File: config.mk
export PLATFORM = sky130hd
export DESIGN_NAME = hicore_ifu_fetch
export DESIGN_NICKNAME = d
export VERILOG_FILES = /design/src/rtl/hicore_ifu_fetch.sv
export SDC_FILE = /design/constraint.sdc
export NUM_CORES = 1
export LEC_CHECK = 0
export ABC_AREA = 1
export BUFFER_PORTS_ARGS = -buffer_cell sky130_fd_sc_hd__buf_2
export CORE_UTILIZATION = 35
export CTS_CLUSTER_DIAMETER = 150
export DETAILED_ROUTE_END_ITERATION = 8
export SYNTH_ARGS = -nofsm -noshare
export SYNTH_HDL_FRONTEND = slang
export SYNTH_SLANG_ARGS = --single-unit
File: constraint.sdc
create_clock -name clk -period 6.5 [get_ports clk]
set_input_delay 1.625 -clock clk [delete_from_list [all_inputs] [get_ports clk]]
set_output_delay 1.625 -clock clk [all_outputs]
set_load 0.01 [all_outputs]
File: src/rtl/hicore_ifu_fetch.sv
// Sequential fetch front end: issues word-aligned fetches, tags each with its PC, pushes responses.
// Response path is zero-latency; issue throttles on buffer half-full, outstanding limit and redirect.
module hicore_ifu_fetch #(
  parameter int              PC_W     = 32,
  parameter logic [PC_W-1:0] RESET_PC = 32'h8000_0000,
  parameter int              OUTS     = 2
) (
  input  logic              clk,
  input  logic              rst,
  input  logic              redirect_vld,
  input  logic [PC_W-1:0]   redirect_pc,
  input  logic              buf_half_full,
  output logic              req_vld,
  input  logic              req_rdy,
  output logic [PC_W-1:0]   req_addr,
  input  logic              rsp_vld,
  output logic              rsp_rdy,
  input  logic [31:0]       rsp_data,
  input  logic              rsp_err,
  output logic              o_vld,
  input  logic              o_rdy,
  output logic [PC_W+32:0]  o_dat,
  output logic              o_cancel,
  output logic              flush
);

  localparam int PTR_W = $clog2(OUTS);
  localparam int CNT_W = PTR_W + 1;
  localparam logic [CNT_W-1:0] OUTS_C = CNT_W'(OUTS);

  typedef struct packed {
    logic            err;
    logic [PC_W-1:0] pc;
    logic [31:0]     insn;
  } fetch_ent_t;

  logic [PC_W-1:0]  pc_q, pc_d;
  logic [CNT_W-1:0] outs_cnt_q, outs_cnt_d;
  logic [CNT_W-1:0] cancel_cnt_q, cancel_cnt_d;
  logic [PTR_W-1:0] wr_ptr_q, wr_ptr_d;
  logic [PTR_W-1:0] rd_ptr_q, rd_ptr_d;
  logic [PC_W-1:0]  tag_mem_q [OUTS];
  logic [PC_W-1:0]  tag_mem_d [OUTS];

  logic       req_fire;
  logic       rsp_fire;
  fetch_ent_t ent;

  // Issue is gated purely combinationally so a redirect or reset never leaks a stale request.
  always_comb begin
    req_vld  = ~rst & ~redirect_vld & ~buf_half_full & (outs_cnt_q < OUTS_C);
    req_addr = pc_q;
    req_fire = req_vld & req_rdy;
    rsp_rdy  = o_rdy;
    o_vld    = rsp_vld;
    rsp_fire = rsp_vld & o_rdy;
    flush    = redirect_vld;
    o_cancel = (cancel_cnt_q != '0) | redirect_vld;
    ent.err  = rsp_err;
    ent.pc   = tag_mem_q[rd_ptr_q];
    ent.insn = rsp_data;
    o_dat    = ent;
  end

  always_comb begin
    pc_d = pc_q;
    if (redirect_vld) begin
      pc_d = redirect_pc & ~PC_W'(3);
    end else if (req_fire) begin
      pc_d = pc_q + PC_W'(4);
    end
  end

  // Simultaneous push and pop leave the count unchanged; the FIFO cannot overflow since issue stops at OUTS.
  always_comb begin
    outs_cnt_d = outs_cnt_q + CNT_W'(req_fire) - CNT_W'(rsp_fire);
    wr_ptr_d   = wr_ptr_q;
    rd_ptr_d   = rd_ptr_q;
    tag_mem_d  = tag_mem_q;
    if (req_fire) begin
      tag_mem_d[wr_ptr_q] = pc_q;
      wr_ptr_d            = wr_ptr_q + PTR_W'(1);
    end
    if (rsp_fire) begin
      rd_ptr_d = rd_ptr_q + PTR_W'(1);
    end
  end

  // A redirect cancels whatever is still in flight once this cycle's response (if any) has drained.
  always_comb begin
    cancel_cnt_d = cancel_cnt_q;
    if (redirect_vld) begin
      cancel_cnt_d = outs_cnt_q - CNT_W'(rsp_fire);
    end else if (rsp_fire && (cancel_cnt_q != '0)) begin
      cancel_cnt_d = cancel_cnt_q - CNT_W'(1);
    end
  end

  always_ff @(posedge clk or posedge rst) begin
    if (rst) begin
      pc_q         <= RESET_PC;
      outs_cnt_q   <= '0;
      cancel_cnt_q <= '0;
      wr_ptr_q     <= '0;
      rd_ptr_q     <= '0;
    end else begin
      pc_q         <= pc_d;
      outs_cnt_q   <= outs_cnt_d;
      cancel_cnt_q <= cancel_cnt_d;
      wr_ptr_q     <= wr_ptr_d;
      rd_ptr_q     <= rd_ptr_d;
    end
  end

  // Tag storage needs no reset: entries are only read after being written.
  always_ff @(posedge clk) begin
    tag_mem_q <= tag_mem_d;
  end

endmodule
Yosys cells after proc, flatten, opt, wreduce, memory -nomap -nowiden
Index checks and enable logic that the tools add are counted.
- register bits after elaboration: 102
- latch bits: 0
- bits in writable memories: 0
- bits in read-only memories: 0
- word-level logic and storage cells: 44
- memories kept: 0
- add/sub/neg operators: 7
- $mul: 0
- div/mod/pow operators: 0
- order comparisons: 4
- equality and inequality tests: 0
- shifts and indexed selects: 0
- mux-type cells: 10
- bitwise gates (word level): 11
- reductions and logical operators: 5
- operators by type and width (operator ; number):
    2-to-1 mux 32 bit ; 6
    bitwise mux 64 bit ; 1
    adder 32 x 3 -> 32 bit, second input constant ; 1
    demux 32 bit (select 1 bit) ; 1
    nonzero test 2 bit ; 3
    AND 1 bit ; 5
    >= comparator 2 bit, second input constant ; 2
    2-to-1 mux 2 bit ; 2
    NOT 1 -> 2 bit ; 2
    subtractor 2 x 1 -> 2 bit ; 2
    NOT 1 bit ; 3
    adder 1 bit, second input constant ; 2
    adder 2 x 1 -> 2 bit ; 1
    logical AND 1 bit ; 2
    less-than comparator 2 x 1 -> 1 bit, second input constant ; 1
    less-than comparator 2 bit, second input constant ; 1
    subtractor 2 x 1 -> 2 bit, second input constant ; 1
    OR 1 bit ; 1

Logic depth before layout (Yosys ltp)
Gate-level depths: netlist of the first run.
- word-level depth: 7
- depth in mapped cells: 9

Least setup slack after synthesis of the first run
No wires, ideal clock.
- kind: input-to-reg
- start point: input rst
- end point: register tag_mem_q[10] (netlist name), enable pin
- setup time: 417 ps
- arrival time: 3333 ps
- path slack: 2750 ps
- stages: 3
- path buffers: 0
- path through: nor2_1 > nand4_4 > nor2_1
- longest elaborated chain between the ends: 5
- ends and longest elaborated chain (what ; RTL line ; source):
    from (decl) ; 9 ; input logic rst,
    NOT 1 bit ; 51 ; req_vld = ~rst & ~redirect_vld & ~buf_half_full & (outs_cnt_q < OUTS_C);
    AND 1 bit (3 in a row) ; 51 ;
    AND 1 bit ; 53 ; req_fire = req_vld & req_rdy;
    to (signal assigned) ; 117 ; tag_mem_q <= tag_mem_d;
    to (decl) ; 42 ; logic [PC_W-1:0] tag_mem_q [OUTS];
Every way passes these cells.
A chain may end at the register's enable or synchronous reset.

Worst setup path in the final report of the first run
- start point: input redirect_vld
- end point: output req_vld
- longest elaborated chain between the ends: 4
- ends and longest elaborated chain (what ; RTL line ; source):
    from (decl) ; 10 ; input logic redirect_vld,
    NOT 1 bit ; 51 ;
    AND 1 bit (3 in a row) ; 51 ;
    to (decl) ; 13 ; output logic req_vld,
Every way passes these cells.

==> flow_summary.toml, run 1 <==
[timing]
fin_ws_ps = 2210
clock_skew_ps = 8.34
hold_violations = 0
maxSlewViolCount = 0
period_needed_ps = 4290
timing.fmax_mhz = 233
hold_ws_ps = 517
finalCritPeriodShare_pct = 66.0
setup_violations = 0
max-slew-margin-rel_pct = 26.0
worst_slew_pin_slew_ps = 1110
setup_tns_ps = 0
rsz0062_at_grt = "no"

[die]
die-area_um2 = 14800
die-height_um = 122
placementRows = 43
die_x_um = 122
ios = 174
core-area_um2 = 13900
start_util_pct = 35.9

[yosys]
synth.avg_cell_area_um2 = 8.53
synth_top_area_cell = "edfxtp_1"
synth.distinct_cells = 31
synth-seq-cells = 96
synth_top_family_by_area = "simple AND/OR/NAND/NOR gates"
synth_area_um2 = 5000
synth_adder_area_share_pct = 1.25
yosys.area_share.xor_xnor_pct = 1.40
synthMuxAreaShare_pct = 0
yosysSeqAreaShare_pct = 54.1
yosys.area_share.simple_pct = 28.4
yosysWarnings = 0
synth_compound_area_share_pct = 3.50
syn_inst = 586
synth_top_cell_area_share_pct = 36.0
synth_area_leaders = "edfxtp_1, dfrtp_1, nand2_1"

[finish]
diodes = 0
final_nets = 729
syn_to_final_growth_pct = 14.1
multiInputGateArea_um2 = 1750
final_cell_mix = "nand2_1, buf_2, edfxtp_1"
drive_above_1_share_pct = 20.4
fillers = 1390
regArea_um2 = 2700
layout_commonest_cell = "nand2_1"

[min_path]
min_from = "outs_cnt_q[0]$_DFF_PP0_"
hold_path_class = "reg2reg"
min_path_cells = 1
hold-path-endpoint = "outs_cnt_q[0]$_DFF_PP0_"

[detailed_routing]
via_count = 3965
dr.pass1.iters = 4
routedWlPerCell_um = 14.0
viasPerCell = 4.74
remaining_drc_errors = 0
ant_nets = 0
drt_wl_total_mm = 11.7
drt-initial-drc-count = 248

[power]
vdd_drop_max_mv = 0.129
leakage_nw = 2.60
powerDensity_nw_per_um2 = 309

[cts]
clkTransAtPathRegs_ps = 60
cts_resized = 0
root_buffer = "clkbuf_16"
cts.sinks = 96
cts.htree.levels = 3
ctsHoldBuffers = 0
cts_buffers = 9
cts_buffer_depth = 2
cts_setup_buffers = 0
clk_latency_ps = 350
cts_tree = "yes"

[worst_setup_path]
path_cells = "buf_2, inv_2, nand3_1, inv_1, buf_2"
cpMostUsedCell = "buf_2"
crit_required_ps = 4880
rrSetupSlack_ps = 4630
critPathMaxFanout = 32
path_class = "in2out"
cpPeakStageDelay_ps = 490
worstRegToRegCells = 8
critPathCaptureType = "output pin"
crit_slowest_cell = "buf_2"
r2r-end = "req_addr[28]$_DFFE_PP0P_"
r2r-start = "req_addr[3]$_DFFE_PP0P_"
start_kind = "input pin"
arrival_ps = 2670

[grt]
grt_max_degree = 37
overflow = 0
grt_pass1_vias = 3671
use_met1_pct = 20.7
track_usage_pct = 16.5
grt_use_met2_pct = 27.3
grt_pass1_wl_mm = 18.6
busiest_layer = "met2"
grtUsageMet3_pct = 3.81
antenna_found_initial = 0

[placement]
gp_congestion = 0.852
dp_hpwl_mm = 8.32
io_buffer_count = 101
dp_slack_ps = 2180

[job]
drv_cap = 0

[status]
outcome = "complete, no violations"
[cell families (layout without fill, tap and decap cells)]
kind of cell             after synthesis  in the layout
AND/OR/NAND/NOR                      343            343
buffers and inverters                102            170
flip-flops                            96             96
AO/OA/AOI/OAI                         31             31
XOR/XNOR                               8              8
adder cells (fa/ha/maj)                5              5
other                                  1              4
[layer usage]
layer,share of wire [%],up-vias
met5,0,-
met1,44,1851
met4,2.1,0
met3,5.4,22
met2,48,124
li1,-,1968
[where the power goes]
part           internal (mW)  switching (mW)
clock                  0.335           0.213
combinational          0.163           0.285
sequential             0.710          0.0569
total                   1.21           0.555
[how the worst max path moves through the flow]
| stage | start | end | slack, ps | cells after the start |
|---|---|---|---|---|
| after floorplan | rst | tag_mem_q[10]$_DFFE_PP_ | 2750 | 3 |
| after global placement | redirect_vld | req_vld | 2210 | 5 |
| after detailed placement | redirect_vld | req_vld | 2180 | 5 |
| after CTS | redirect_vld | req_vld | 2170 | 5 |
| after global routing | redirect_vld | req_vld | 2090 | 5 |
| final | redirect_vld | req_vld | 2210 | 5 |
[state kept, by name, indices dropped and copies added (netlist names)]
signal,flops
cancel_cnt_q,2
outs_cnt_q,2
rd_ptr_q,1
req_addr,30
tag_mem_q,60
wr_ptr_q,1
[cells in the mapped netlist]
master	number
a21oi_1	2
and2_1	3
buf_1	1
buf_4	40
buf_6	4
clkbuf_1	8
conb_1	1
dfrtp_1	35
dfstp_2	1
edfxtp_1	60
ha_1	5
inv_1	46
inv_2	3
nand2_1	233
nand2_2	2
nand2_4	1
nand3_1	52
nand3b_1	1
nand4_4	1
nor2_1	42
nor2_2	4
nor2_4	1
nor3_1	1
nor3_2	1
o211ai_1	2
o21ai_0	15
o21ai_1	6
o21bai_1	6
or2_2	1
xnor2_1	4
xor2_1	4
[stage by stage]
step / util [%] / cell area, um2 / std cells / power, mW
after global placement: 38.7 / 5400 / 821 / 1.23
after floorplan: - / 5010 / 589 / 1.07
after detailed placement: 38.7 / 5400 / 821 / 1.24
final: 40.9 / 5700 / 837 / 1.76
after global routing: 40.9 / 5700 / 837 / 1.87
after CTS: 40.9 / 5700 / 837 / 1.79
[cell type report]
| class | instances | share of cell area (%) |
|---|---|---|
| clock buffer | 12 | 4.15 |
| clock inverter | 4 | 1.21 |
| inverter | 49 | 3.23 |
| multi-input combinational | 391 | 30.7 |
| sequential | 96 | 47.4 |
| tap | 180 | 3.95 |
| timing repair buffer | 105 | 9.39 |
[worst max-delay path: cells and delay by family]
kind                   cells  cell delay [ps]
buffers and inverters      4              900
AND/OR/NAND/NOR            1              140
(Power assumes the default switching activity.)
==> inputs of run 2 (changes only) <==
ABC_AREA = 0   (was 1)
clock period = 4.1 ns   (was 6.5 ns; I/O delays follow)
==> flow_summary.toml, run 2 <==
[status]
outcome = "complete, no violations"

[timing]
fin_ws_ps = 1030
timing.fmax_mhz = 326
maxSlewViolCount = 0
max-slew-margin-rel_pct = 26.7
hold_violations = 0
finalCritPeriodShare_pct = 74.9
setup_violations = 0
period_needed_ps = 3070
clock_skew_ps = 5.79
rsz0062_at_grt = "no"
worst_slew_pin_slew_ps = 1100
setup_tns_ps = 0

[worst_setup_path]
path_cells = "buf_2, or4_4, inv_1, buf_2"
worstRegToRegCells = 8
crit_path_start = "redirect_vld"
arrival_ps = 2050
crit_slowest_cell = "or4_4"
cpMostUsedCell = "buf_2"
critPathMaxFanout = 4
start_kind = "input pin"
r2r-start = "outs_cnt_q[1]$_DFF_PP0_"
path_class = "in2out"
cpPeakStageDelay_ps = 570
critPathCaptureType = "output pin"
r2r-end = "outs_cnt_q[1]$_DFF_PP0_"
crit_required_ps = 3070
rrSetupSlack_ps = 1580

[power]
pwr-share-comb_pct = 21.9
vdd_drop_max_mv = 0.200
leakage_nw = 2.11
switching_share_pct = 29.3
p_sw_uw = 749
powerDensity_nw_per_um2 = 482
power_frac_seq_pct = 47.8
p_clk_share_pct = 30.3
intPower_mw = 1.81

[grt]
grt_pass1_vias = 3076
grt_pass1_wl_mm = 16.6
overflow = 0
track_usage_pct = 16.6
antenna_found_initial = 0
grt_max_degree = 53

[finish]
syn_to_final_growth_pct = 15.5
final_cell_mix = "buf_2, edfxtp_1, nand2_1"
fillers = 1255
diodes = 0
largest_register_ffs = 60
regMostFlops = "tag_mem_q"
final_area_um2 = 5300
layout_commonest_cell = "buf_2"
final_nets = 527
drive_above_1_share_pct = 36.0

[placement]
io_buffer_count = 101
dp_slack_ps = 829
dp_hpwl_mm = 7.52
gp_congestion = 0.737
dpl-instance-area_um2 = 5030

[cts]
cts_tree = "yes"
root_buffer = "clkbuf_16"
ctsHoldBuffers = 0
cts_setup_buffers = 0
clk_latency_ps = 340
cts_buffer_depth = 2
cts_resized = 0
cts.sinks = 96
cts.htree.levels = 3
cts_buffers = 9
clkTransAtPathRegs_ps = 70

[yosys]
yosysWarnings = 0
yosysMostFrequentCell = "edfxtp_1"
async_flop_share_pct = 37.5
synth_edf_count = 60
yosysSeqAreaShare_pct = 58.9
synth.distinct_cells = 44
synth_area_um2 = 4590
synth_common_cells = "edfxtp_1, buf_4, nand2_1, dfrtp_1, mux2_2"
synth.avg_cell_area_um2 = 12.1
synth_top_area_cell = "edfxtp_1"
syn_inst = 379
synth_top_cell_area_share_pct = 39.3
ys.flop_type = "edfxtp_1"
synth_area_leaders = "edfxtp_1, dfrtp_1, mux2_2"
synth-seq-cells = 96

[die]
die_x_um = 116
placementRows = 41
die-area_um2 = 13600
start_util_pct = 36.1
core-area_um2 = 12700
ios = 174
die-height_um = 116

[min_path]
hold_path_class = "reg2reg"
min_from = "wr_ptr_q$_DFFE_PP0P_"
hold-path-endpoint = "wr_ptr_q$_DFFE_PP0P_"
min_path_cells = 1

[detailed_routing]
dr.pass1.iters = 4
via_count = 3175
routedWlPerCell_um = 17.2
viasPerCell = 5.06
remaining_drc_errors = 0
drt_wl_total_mm = 10.8
drt-initial-drc-count = 180
ant_nets = 0

[job]
drv_cap = 0
## run 2: cell types whose count changed after synthesis, sizes merged, moves of 11 or more
cell	change
o311ai	+11
nand2	-196
inv	-34
nand3	-35
nor2	-30
mux2	+30
nand4	+11
## run 2: per-layer routing
metal	track usage (%)	routed length [um]
met5	0	0
met4	10.7	396
met3	3.84	713
met2	25.5	4910
met1	21.0	4790
## run 2: kinds of logic after synthesis
family,share of synthesized area [%]
other,0.0818
and+or+nand+nor,13.4
muxes,7.58
xor gates and xnor gates,1.72
AOI/OAI and AO/OA,7.94
adders and majority gates,1.36
DFF,58.9
buffers and inverters,8.97
## run 2: power by group through the flow
| stage | clock network (mW) | logic [mW] | registers, mW |
|---|---|---|---|
| 2_1_floorplan | 0 | 0.408 | 1.21 |
| 3_3_place_gp | 0 | 0.561 | 1.24 |
| 3_5_place_dp | 0 | 0.569 | 1.24 |
| 4_1_cts | 0.787 | 0.573 | 1.23 |
| 5_1_grt | 0.827 | 0.624 | 1.24 |
| 6_report | 0.773 | 0.561 | 1.22 |
## run 2: per-stage QoR
| step | instances | hold slack, ps | utilization (%) | power, mW |
|---|---|---|---|---|
| after detailed placement | 611 | 502 | 39.5 | 1.81 |
| after CTS | 627 | 515 | 41.6 | 2.58 |
| after floorplan | 382 | 461 | - | 1.62 |
| after global placement | 611 | 490 | 39.5 | 1.80 |
| after global routing | 627 | 538 | 41.6 | 2.69 |
| final | 627 | 510 | 41.6 | 2.56 |
## run 2: area by class of cell
class                           instances  area, um2  share of cell area, %
Tap cell                              172        215                   4.06
Clock inverter                          7       46.3                  0.874
Timing Repair Buffer                  109        566                   10.7
Inverter                               15       56.3                   1.06
Sequential cell                        96       2700                   51.0
Clock buffer                            9        225                   4.25
Multi-Input combinational cell        219       1490                   28.0
## run 2: how the worst max path moves through the flow
stage | to | slack (ps)
2_1_floorplan | tag_mem_q[34]$_DFFE_PP_ | 440
3_3_place_gp | outs_cnt_q[1]$_DFF_PP0_ | 850
3_5_place_dp | outs_cnt_q[1]$_DFF_PP0_ | 830
4_1_cts | req_vld | 1020
5_1_grt | req_vld | 990
6_report | req_vld | 1030
## run 2: critical path, delay by kind of cell
kind	cells	cell delay, ps
buf+inv	3	450
simple gates	1	570
==> inputs of run 3 (changes only) <==
clock period = 2.8 ns   (was 4.1 ns; I/O delays follow)
==> flow_summary.toml, run 3 (synthesized netlist as in run 2, its figures left out) <==
[worst_setup_path]
critPathMaxFanout = 4
crit_slowest_cell = "or4_4"
cpMostUsedCell = "buf_2"
start_kind = "input pin"
critPathCaptureType = "output pin"
crit_required_ps = 2100
arrival_ps = 1700
r2r-end = "outs_cnt_q[1]$_DFF_PP0_"
path_class = "in2out"
path_cells = "buf_2, or4_4, inv_1, buf_2"
worstRegToRegCells = 8
cpPeakStageDelay_ps = 570
rrSetupSlack_ps = 600
r2r-start = "outs_cnt_q[1]$_DFF_PP0_"

[detailed_routing]
via_count = 3165
ant_nets = 0
dr.pass1.iters = 4
drt_wl_total_mm = 10.7
drt-initial-drc-count = 168
remaining_drc_errors = 0
routedWlPerCell_um = 16.9
viasPerCell = 5.03

[finish]
stdcell_count = 629
diodes = 0
multiInputGateArea_um2 = 1490
regMostFlops = "tag_mem_q"
syn_to_final_growth_pct = 17.0
largest_register_ffs = 60
drive_above_1_share_pct = 36.5
regArea_um2 = 2700
final_nets = 529
final_cell_mix = "buf_2, edfxtp_1, nand2_1"
layout_commonest_cell = "buf_2"
fillers = 1239

[power]
p_total_mw = 3.78
vdd_drop_max_mv = 0.278
powerDensity_nw_per_um2 = 705
leakage_nw = 2.13

[status]
outcome = "complete, no violations"

[die]
die_x_um = 116
die-area_um2 = 13600
placementRows = 41
start_util_pct = 36.1
core-area_um2 = 12700
ios = 174
die-height_um = 116

[cts]
cts_buffers = 9
clkTransAtPathRegs_ps = 60
cts.sinks = 96
ctsHoldBuffers = 0
cts_setup_buffers = 0
root_buffer = "clkbuf_16"
cts_resized = 0
cts.htree.levels = 3
cts_buffer_depth = 2
cts_tree = "yes"
clk_latency_ps = 340

[grt]
antenna_found_initial = 0
overflow = 0
grt_pass1_wl_mm = 16.1
track_usage_pct = 16.2
grt_max_degree = 53
grt_pass1_vias = 3015

[timing]
hold_violations = 0
hold_ws_ps = 485
period_needed_ps = 2400
max-slew-margin-rel_pct = 29.4
timing.fmax_mhz = 418
worst_slew_pin_slew_ps = 1060
finalCritPeriodShare_pct = 85.5
maxSlewViolCount = 0
rsz0062_at_grt = "no"
setup_violations = 0
clock_skew_ps = 3.42
setup_tns_ps = 0

[placement]
io_buffer_count = 101
dp_hpwl_mm = 7.32
gp_congestion = 0.731
placed_cells = 613

[min_path]
hold_path_class = "in2async"

[job]
drv_cap = 0
## run 3: cell types whose count changed in the layout (fill, tap and decap cells not counted), sizes merged
cell / delta
buf: +2
clkbuf: +3
clkinv: -2
clkinvlp: +1
inv: -2
## run 3: metal layers
layer	vias to the layer above	GRT usage, %	routed length [um]
met3	47	3.79	775
met5	-	0	0
met1	1522	20.8	4590
li1	1492	-	-
met4	0	8.03	308
met2	104	25.6	4980
## run 3: power by group
| part | switching [mW] | internal [mW] | total (mW) |
|---|---|---|---|
| Clock | 0.508 | 0.651 | 1.16 |
| Sequential | 0.123 | 1.64 | 1.76 |
| Combinational | 0.441 | 0.421 | 0.862 |
| Total | 1.07 | 2.71 | 3.78 |
## run 3: area by class of cell
| cell class | count | share of cell area, % |
|---|---|---|
| clock buffers | 12 | 4.78 |
| clock inverters | 4 | 0.536 |
| inverters | 15 | 1.05 |
| multi-input cells | 219 | 27.8 |
| flip-flops and latches | 96 | 50.4 |
| well taps | 172 | 4.01 |
| repair buffers | 111 | 11.5 |
## run 3: stage by stage
stage	setup slack (ps)	util [%]	area, um2
after floorplan	191	-	4610
after global placement	173	40.0	5080
after detailed placement	154	40.0	5080
after CTS	415	42.2	5370
after global routing	384	42.2	5370
final	405	42.2	5370
## run 3: worst max-delay path, delay by kind of cell
family                 cells  cell delay (ps)
AND/OR/NAND/NOR            1              570
buffers and inverters      3              420
## run 3: worst max path at each step
stage	start	slack [ps]	cells past startpoint	endpoint
after CTS	redirect_vld	410	4	req_vld
after global routing	redirect_vld	380	4	req_vld
after detailed placement	redirect_vld	150	9	outs_cnt_q[1]$_DFF_PP0_
after global placement	redirect_vld	170	9	outs_cnt_q[1]$_DFF_PP0_
after floorplan	redirect_vld	190	3	tag_mem_q[10]$_DFFE_PP_
final	redirect_vld	400	4	req_vld
